$ cat src/rtl/rom_serial_responder.sv
// Serial 256x10 instruction ROM bank: locks to the 56-bit word frame, answers fetches on is_o.
// The optional delayed (armed) bank select is built when ROM_DELAYED_SELECT_EN is defined.
module rom_serial_responder #(
  parameter logic [2:0]               ROM_ID    = 3'd0,
  parameter int unsigned              ADR_W     = 8,
  parameter logic [10*(2**ADR_W)-1:0] ROM_IMAGE = '0
) (
  input  logic cph2,
  input  logic nrst,
  input  logic sync,
  input  logic ia,
  input  logic is_i,
  output logic is_o,
  output logic is_oe,
  output logic locked,
  output logic active
);

  localparam int unsigned Words = 2 ** ADR_W;

  localparam logic [5:0] CntFirst    = 6'd0;
  localparam logic [5:0] CntAdrFirst = 6'd19;
  localparam logic [5:0] CntAdrLast  = 6'd26;
  localparam logic [5:0] CntAdrLatch = 6'd27;
  localparam logic [5:0] CntRomRead  = 6'd28;
  localparam logic [5:0] CntLoad     = 6'd44;
  localparam logic [5:0] CntWinFirst = 6'd45;
  localparam logic [5:0] CntWinLast  = 6'd54;
  localparam logic [5:0] CntLast     = 6'd55;

  localparam logic [6:0] OpSelect    = 7'b0010000;
`ifdef ROM_DELAYED_SELECT_EN
  localparam logic [6:0] OpDelSelect = 7'b0110100;
`endif

  logic [9:0] rom_mem [Words];

  for (genvar g = 0; g < Words; g++) begin : g_rom
    assign rom_mem[g] = ROM_IMAGE[10*g +: 10];
  end

  logic [5:0]       cnt_q, cnt_d;
  logic             sync_q;
  logic             locked_q, locked_d;
  logic [ADR_W-1:0] adr_sr_q, adr_sr_d;
  logic [ADR_W-1:0] adr_q, adr_d;
  logic [9:0]       inst_q, inst_d;
  logic [9:0]       inst_sr_q, inst_sr_d;
  logic [9:0]       mon_sr_q, mon_sr_d;
  logic             drive_q, drive_d;
  logic             mon_ok_q, mon_ok_d;
  logic             sel_pend_q, sel_pend_d;
  logic             active_q, active_d;
`ifdef ROM_DELAYED_SELECT_EN
  logic             del_arm_q, del_arm_d;
  logic [2:0]       del_id_q, del_id_d;
`endif

  logic in_win;
  logic sync_rise;
  logic lock_ok;

  assign in_win    = (cnt_q >= CntWinFirst) && (cnt_q <= CntWinLast);
  assign sync_rise = sync && !sync_q;
  // Frame is trusted this cycle only if sync agrees with the counter's idea of the window.
  assign lock_ok   = locked_q && (sync == in_win);

  always_ff @(posedge cph2 or negedge nrst) begin
    if (!nrst) begin
      cnt_q      <= '0;
      // A pulse already high at reset release must not count as a rising edge.
      sync_q     <= 1'b1;
      locked_q   <= 1'b0;
      adr_sr_q   <= '0;
      adr_q      <= '0;
      inst_q     <= '0;
      inst_sr_q  <= '0;
      mon_sr_q   <= '0;
      drive_q    <= 1'b0;
      mon_ok_q   <= 1'b0;
      sel_pend_q <= (ROM_ID == 3'd0);
      active_q   <= (ROM_ID == 3'd0);
`ifdef ROM_DELAYED_SELECT_EN
      del_arm_q  <= 1'b0;
      del_id_q   <= '0;
`endif
    end else begin
      cnt_q      <= cnt_d;
      sync_q     <= sync;
      locked_q   <= locked_d;
      adr_sr_q   <= adr_sr_d;
      adr_q      <= adr_d;
      inst_q     <= inst_d;
      inst_sr_q  <= inst_sr_d;
      mon_sr_q   <= mon_sr_d;
      drive_q    <= drive_d;
      mon_ok_q   <= mon_ok_d;
      sel_pend_q <= sel_pend_d;
      active_q   <= active_d;
`ifdef ROM_DELAYED_SELECT_EN
      del_arm_q  <= del_arm_d;
      del_id_q   <= del_id_d;
`endif
    end
  end

  always_comb begin
    cnt_d      = cnt_q;
    locked_d   = locked_q;
    adr_sr_d   = adr_sr_q;
    adr_d      = adr_q;
    inst_d     = inst_q;
    inst_sr_d  = inst_sr_q;
    mon_sr_d   = mon_sr_q;
    drive_d    = drive_q;
    mon_ok_d   = mon_ok_q;
    sel_pend_d = sel_pend_q;
    active_d   = active_q;
`ifdef ROM_DELAYED_SELECT_EN
    del_arm_d  = del_arm_q;
    del_id_d   = del_id_q;
`endif

    if (sync_rise) begin
      cnt_d    = CntWinFirst + 6'd1;
      locked_d = 1'b1;
    end else begin
      cnt_d    = (cnt_q == CntLast) ? CntFirst : cnt_q + 6'd1;
      locked_d = lock_ok;
    end

    if (!lock_ok) begin
      // A partly driven or partly monitored window is abandoned outright.
      drive_d  = 1'b0;
      mon_ok_d = 1'b0;
    end else begin
      case (cnt_q) inside
        [CntAdrFirst:CntAdrLast]: adr_sr_d = {ia, adr_sr_q[ADR_W-1:1]};
        CntAdrLatch:              adr_d    = adr_sr_q;
        CntRomRead:               inst_d   = rom_mem[adr_q];
        CntLoad: begin
          drive_d  = active_q;
          mon_ok_d = 1'b1;
          if (active_q) inst_sr_d = inst_q;
        end
        [CntWinFirst:CntWinLast]: begin
          inst_sr_d = {1'b0, inst_sr_q[9:1]};
          mon_sr_d  = {is_i, mon_sr_q[9:1]};
        end
        CntLast: begin
          drive_d  = 1'b0;
          mon_ok_d = 1'b0;
          if (mon_ok_q) begin
            if (mon_sr_q[6:0] == OpSelect) begin
              sel_pend_d = (mon_sr_q[9:7] == ROM_ID);
`ifdef ROM_DELAYED_SELECT_EN
              del_arm_d  = 1'b0;
            end else if (mon_sr_q[6:0] == OpDelSelect) begin
              del_id_d   = mon_sr_q[9:7];
              del_arm_d  = 1'b1;
            end else if (del_arm_q && mon_sr_q[0]) begin
              sel_pend_d = (del_id_q == ROM_ID);
              del_arm_d  = 1'b0;
`endif
            end
          end
        end
        CntFirst: active_d = sel_pend_q;
        default: ;
      endcase
    end
  end

  assign is_oe  = drive_q & in_win & lock_ok;
  assign is_o   = is_oe & inst_sr_q[0];
  assign locked = locked_q;
  assign active = active_q;

endmodule
$ cat config.mk
export PLATFORM = sky130hd
export DESIGN_NAME = rom_serial_responder
export DESIGN_NICKNAME = d
export VERILOG_FILES = /design/src/rtl/rom_serial_responder.sv
export SDC_FILE = /design/constraint.sdc
export NUM_CORES = 1
export LEC_CHECK = 0
export ABC_CLOCK_PERIOD_IN_PS = 1750
export BUFFER_PORTS_ARGS = -buffer_cell sky130_fd_sc_hd__buf_2
export CAP_MARGIN = 0
export CORE_MARGIN = 2
export CORE_UTILIZATION = 44
export CTS_BUF_LIST = sky130_fd_sc_hd__clkbuf_4
export DETAILED_ROUTE_END_ITERATION = 12
export GPL_ROUTABILITY_DRIVEN = 0
export GPL_TIMING_DRIVEN = 0
export SKIP_LAST_GASP = 1
export SYNTH_ARGS = -nofsm -noshare
export SYNTH_HDL_FRONTEND = slang
export SYNTH_SLANG_ARGS = --single-unit
$ cat constraint.sdc
create_clock -name cph2 -period 1.75 [get_ports cph2]
set_input_delay 0.0875 -clock cph2 [delete_from_list [all_inputs] [get_ports cph2]]
set_output_delay 0.0875 -clock cph2 [all_outputs]
set_load 0.1 [all_outputs]
==> results.cfg <==
[yosys]
yosysMostFrequentCell = dfrtp_1
ys_seq_area_frac = 0.496
synth_area_um2 = 1120
synth_common_cells = dfrtp_1, mux2_4, nor3_1
syn_inst = 87
synth_ff_type = dfrtp_1
synth_fa_ha_area_frac = 0.0447
synth_compound_area_frac = 0.0559
ys_warn_count = 0
synth_edf_count = 0
ys_ff_latch = 22
synth_top_family_by_area = simple AND/OR/NAND/NOR gates
synth-simple-area-share = 0.164
synth_top_area_cell = dfrtp_1
yosysUniqueCellTypes = 35
synth-xor-area-share = 0.0391
synth_top_area_frac = 0.425
synth-async-reset-ratio = 1.00
netlist_top_cells_area = dfrtp_1, mux2_4, dfstp_2
synthMuxAreaShare = 0.163
syn_area_per_cell_um2 = 12.9
syn-num-nets = 96

[timing]
slew_violations = 0
rsz0062_at_grt = true
hold_ws_ns = 0.263
min_period_ns = 1.89
worst_slack_ns = -0.139
clock.fmax_mhz = 530
fin_crit_sh = 1.08
fin_setup_tns_ns = -1.34
setup_viol = 11
fin_skew_ns = 0.00142
hold_violations = 0

[finish]
syn2layout_area_growth_pct = 22.7
drive_gt1_frac = 0.495
fillers = 212
layout.nets = 115
insertedDiodeCount = 0

[status]
violations = negative setup slack
outcome = finished, violations left

[critical_path]
cp_max_fo = 5
worstSetupPathType = reg2reg
r2r_slack_ns = -0.14
r2r_end = mon_sr_q[3]
reg2reg_from = cnt_q[0]
crit_buf_inv = 3
cp_slowest_cell = dfrtp_1
path_common_cell = buf_4
cp_cell_sequence = inv_2 -> ha_2 -> nor2b_4 -> o32ai_4 -> buf_4 -> nand4b_1 -> buf_4 -> mux2_4
r2r_cells = 8
cp-end-kind = register
crit_family = buffers and inverters
cp.arrival_ns = 2.08
crit_path_max_incr_delay_ns = 0.41
path_depth = 8
worst_setup_path_start_kind = register
required_ns = 1.95

[power]
p_int_mw = 1.17
clockPowerShare = 0.118
pwr-share-seq = 0.429
share_comb_of_total_power = 0.453
p_sw_mw = 0.732
leakage_nw = 0.626
cellPowerDensity_nw_per_um2 = 1390
ir_worst_vdd_uv = 872
swShare = 0.384

[hold_path]
hp-class = in2async

[global_route]
grt_pass1_vias = 679
grt_usage = 0.154
antenna_found_initial = 0
overflow = 0
grt_max_degree = 23
grt_pass1_wl_um = 3150

[clock_tree]
cts_tree = done
htree_levels = 1
clkLatencyLatePin_ns = 0.30
clk_pin_slew_worst_paths_ns = 0.11
cts-root-buf = clkbuf_4
cts_buffers = 3
cts_buffer_depth = 2
clock-sinks = 22

[detailed_routing]
dr_total_vias = 718
ant_nets = 0
first_iter_violations = 6
drt-pass1-iter-count = 4
routedWlPerCell_um = 14.8
routed_wl_um = 1990
remaining_drc_errors = 0
post_drt_via_cell_ratio = 5.32

[floorplanning]
rows = 18
die_height_um = 54.4
num_io_pins = 9
fp.dieW_um = 54.4
core_um2 = 2430
die_area_um2 = 2960
start_util = 0.460

[placement]
dp_slack_ns = -0.255
dpl.hpwl_um = 1330
port_buffers = 6

[job]
maxCapViolations = 0
per-layer routing:
layer,vias up,global-route usage,routed length (um),part of all wire
li1,341,-,-,-
met1,358,0.212,978,0.49
met2,15,0.225,928,0.47
met3,4,0.0464,62,0.031
met4,0,0.0667,24,0.012
met5,-,0,0,0
state kept, by name (all words and copies together), names as in the netlist:
signal and flops:
active 1, cnt_q 6, drive_q 1, locked 1, mon_ok_q 1, mon_sr_q 10, sel_pend_q 1, sync_q 1
metrics by stage:
step	util	total power [mW]	area (um2)	std cells
floorplan	-	1.39	1130	87
global route	0.564	2.03	1370	135
finish	0.564	1.91	1370	135
CTS	0.547	1.88	1330	134
detailed placement	0.494	1.53	1200	123
global placement	0.494	1.51	1200	123
what timing repair did:
item / in CTS / in global routing
hold endpoints to repair: 20 / 1
pin swaps: 3 / 3
resized for setup: 14 / 9
buffers inserted: 4 / 0
hold buffers: 2 / 1
cloned: 1 / 0
setup endpoints to repair: 13 / 13
how the worst max path moves through the flow:
stage	end	startpoint
after global placement	is_oe	cnt_q[0]
after global routing	mon_sr_q[3]	cnt_q[0]
after floorplan	is_oe	cnt_q[0]
final	mon_sr_q[3]	cnt_q[0]
after detailed placement	is_oe	cnt_q[0]
after CTS	is_oe	cnt_q[0]
layout by cell type (no fill, tap or decap), types with 2 or more instances in the layout:
cell type / synthesis / layout
nand3_1: 2 / 2
nand2b_1: 2 / 2
buf_4: 2 / 7
clkbuf_4: 0 / 3
mux2_4: 10 / 12
o21ai_0: 3 / 3
ha_2: 0 / 2
dfrtp_1: 19 / 16
xor2_1: 3 / 3
buf_2: 0 / 5
xnor2_1: 2 / 2
inv_2: 0 / 2
dfstp_2: 3 / 3
nor3_1: 6 / 6
dfrtp_2: 0 / 3
dlygate4sd3_1: 0 / 3
nand2_1: 2 / 2
kinds of logic after synthesis:
kind of cell / count (synthesis)
AOI/OAI and AO/OA: 6
xor gates and xnor gates: 5
adders and majority gates: 4
buffers and inverters: 6
DFF: 22
muxes: 13
other: 1
and+or+nand+nor: 30
area by class of cell:
class | count | area, um2 | area share
inverters | 3 | 11.3 | 0.00820
flip-flops and latches | 22 | 558 | 0.407
repair buffers | 14 | 113 | 0.0820
multi-input cells | 59 | 601 | 0.438
clock buffers | 3 | 22.5 | 0.0164
clock inverters | 1 | 3.75 | 0.00273
well taps | 30 | 37.5 | 0.0273
plain buffers | 3 | 26.3 | 0.0191
power by group through the flow:
stage	logic (mW)	clock network [mW]	registers [mW]
6_report	0.863	0.224	0.818
5_1_grt	0.924	0.261	0.845
4_1_cts	0.843	0.233	0.806
3_5_place_dp	0.711	0	0.820
3_3_place_gp	0.701	0	0.811
2_1_floorplan	0.529	0	0.856
No activity file was read; power rests on OpenSTA's default activity.
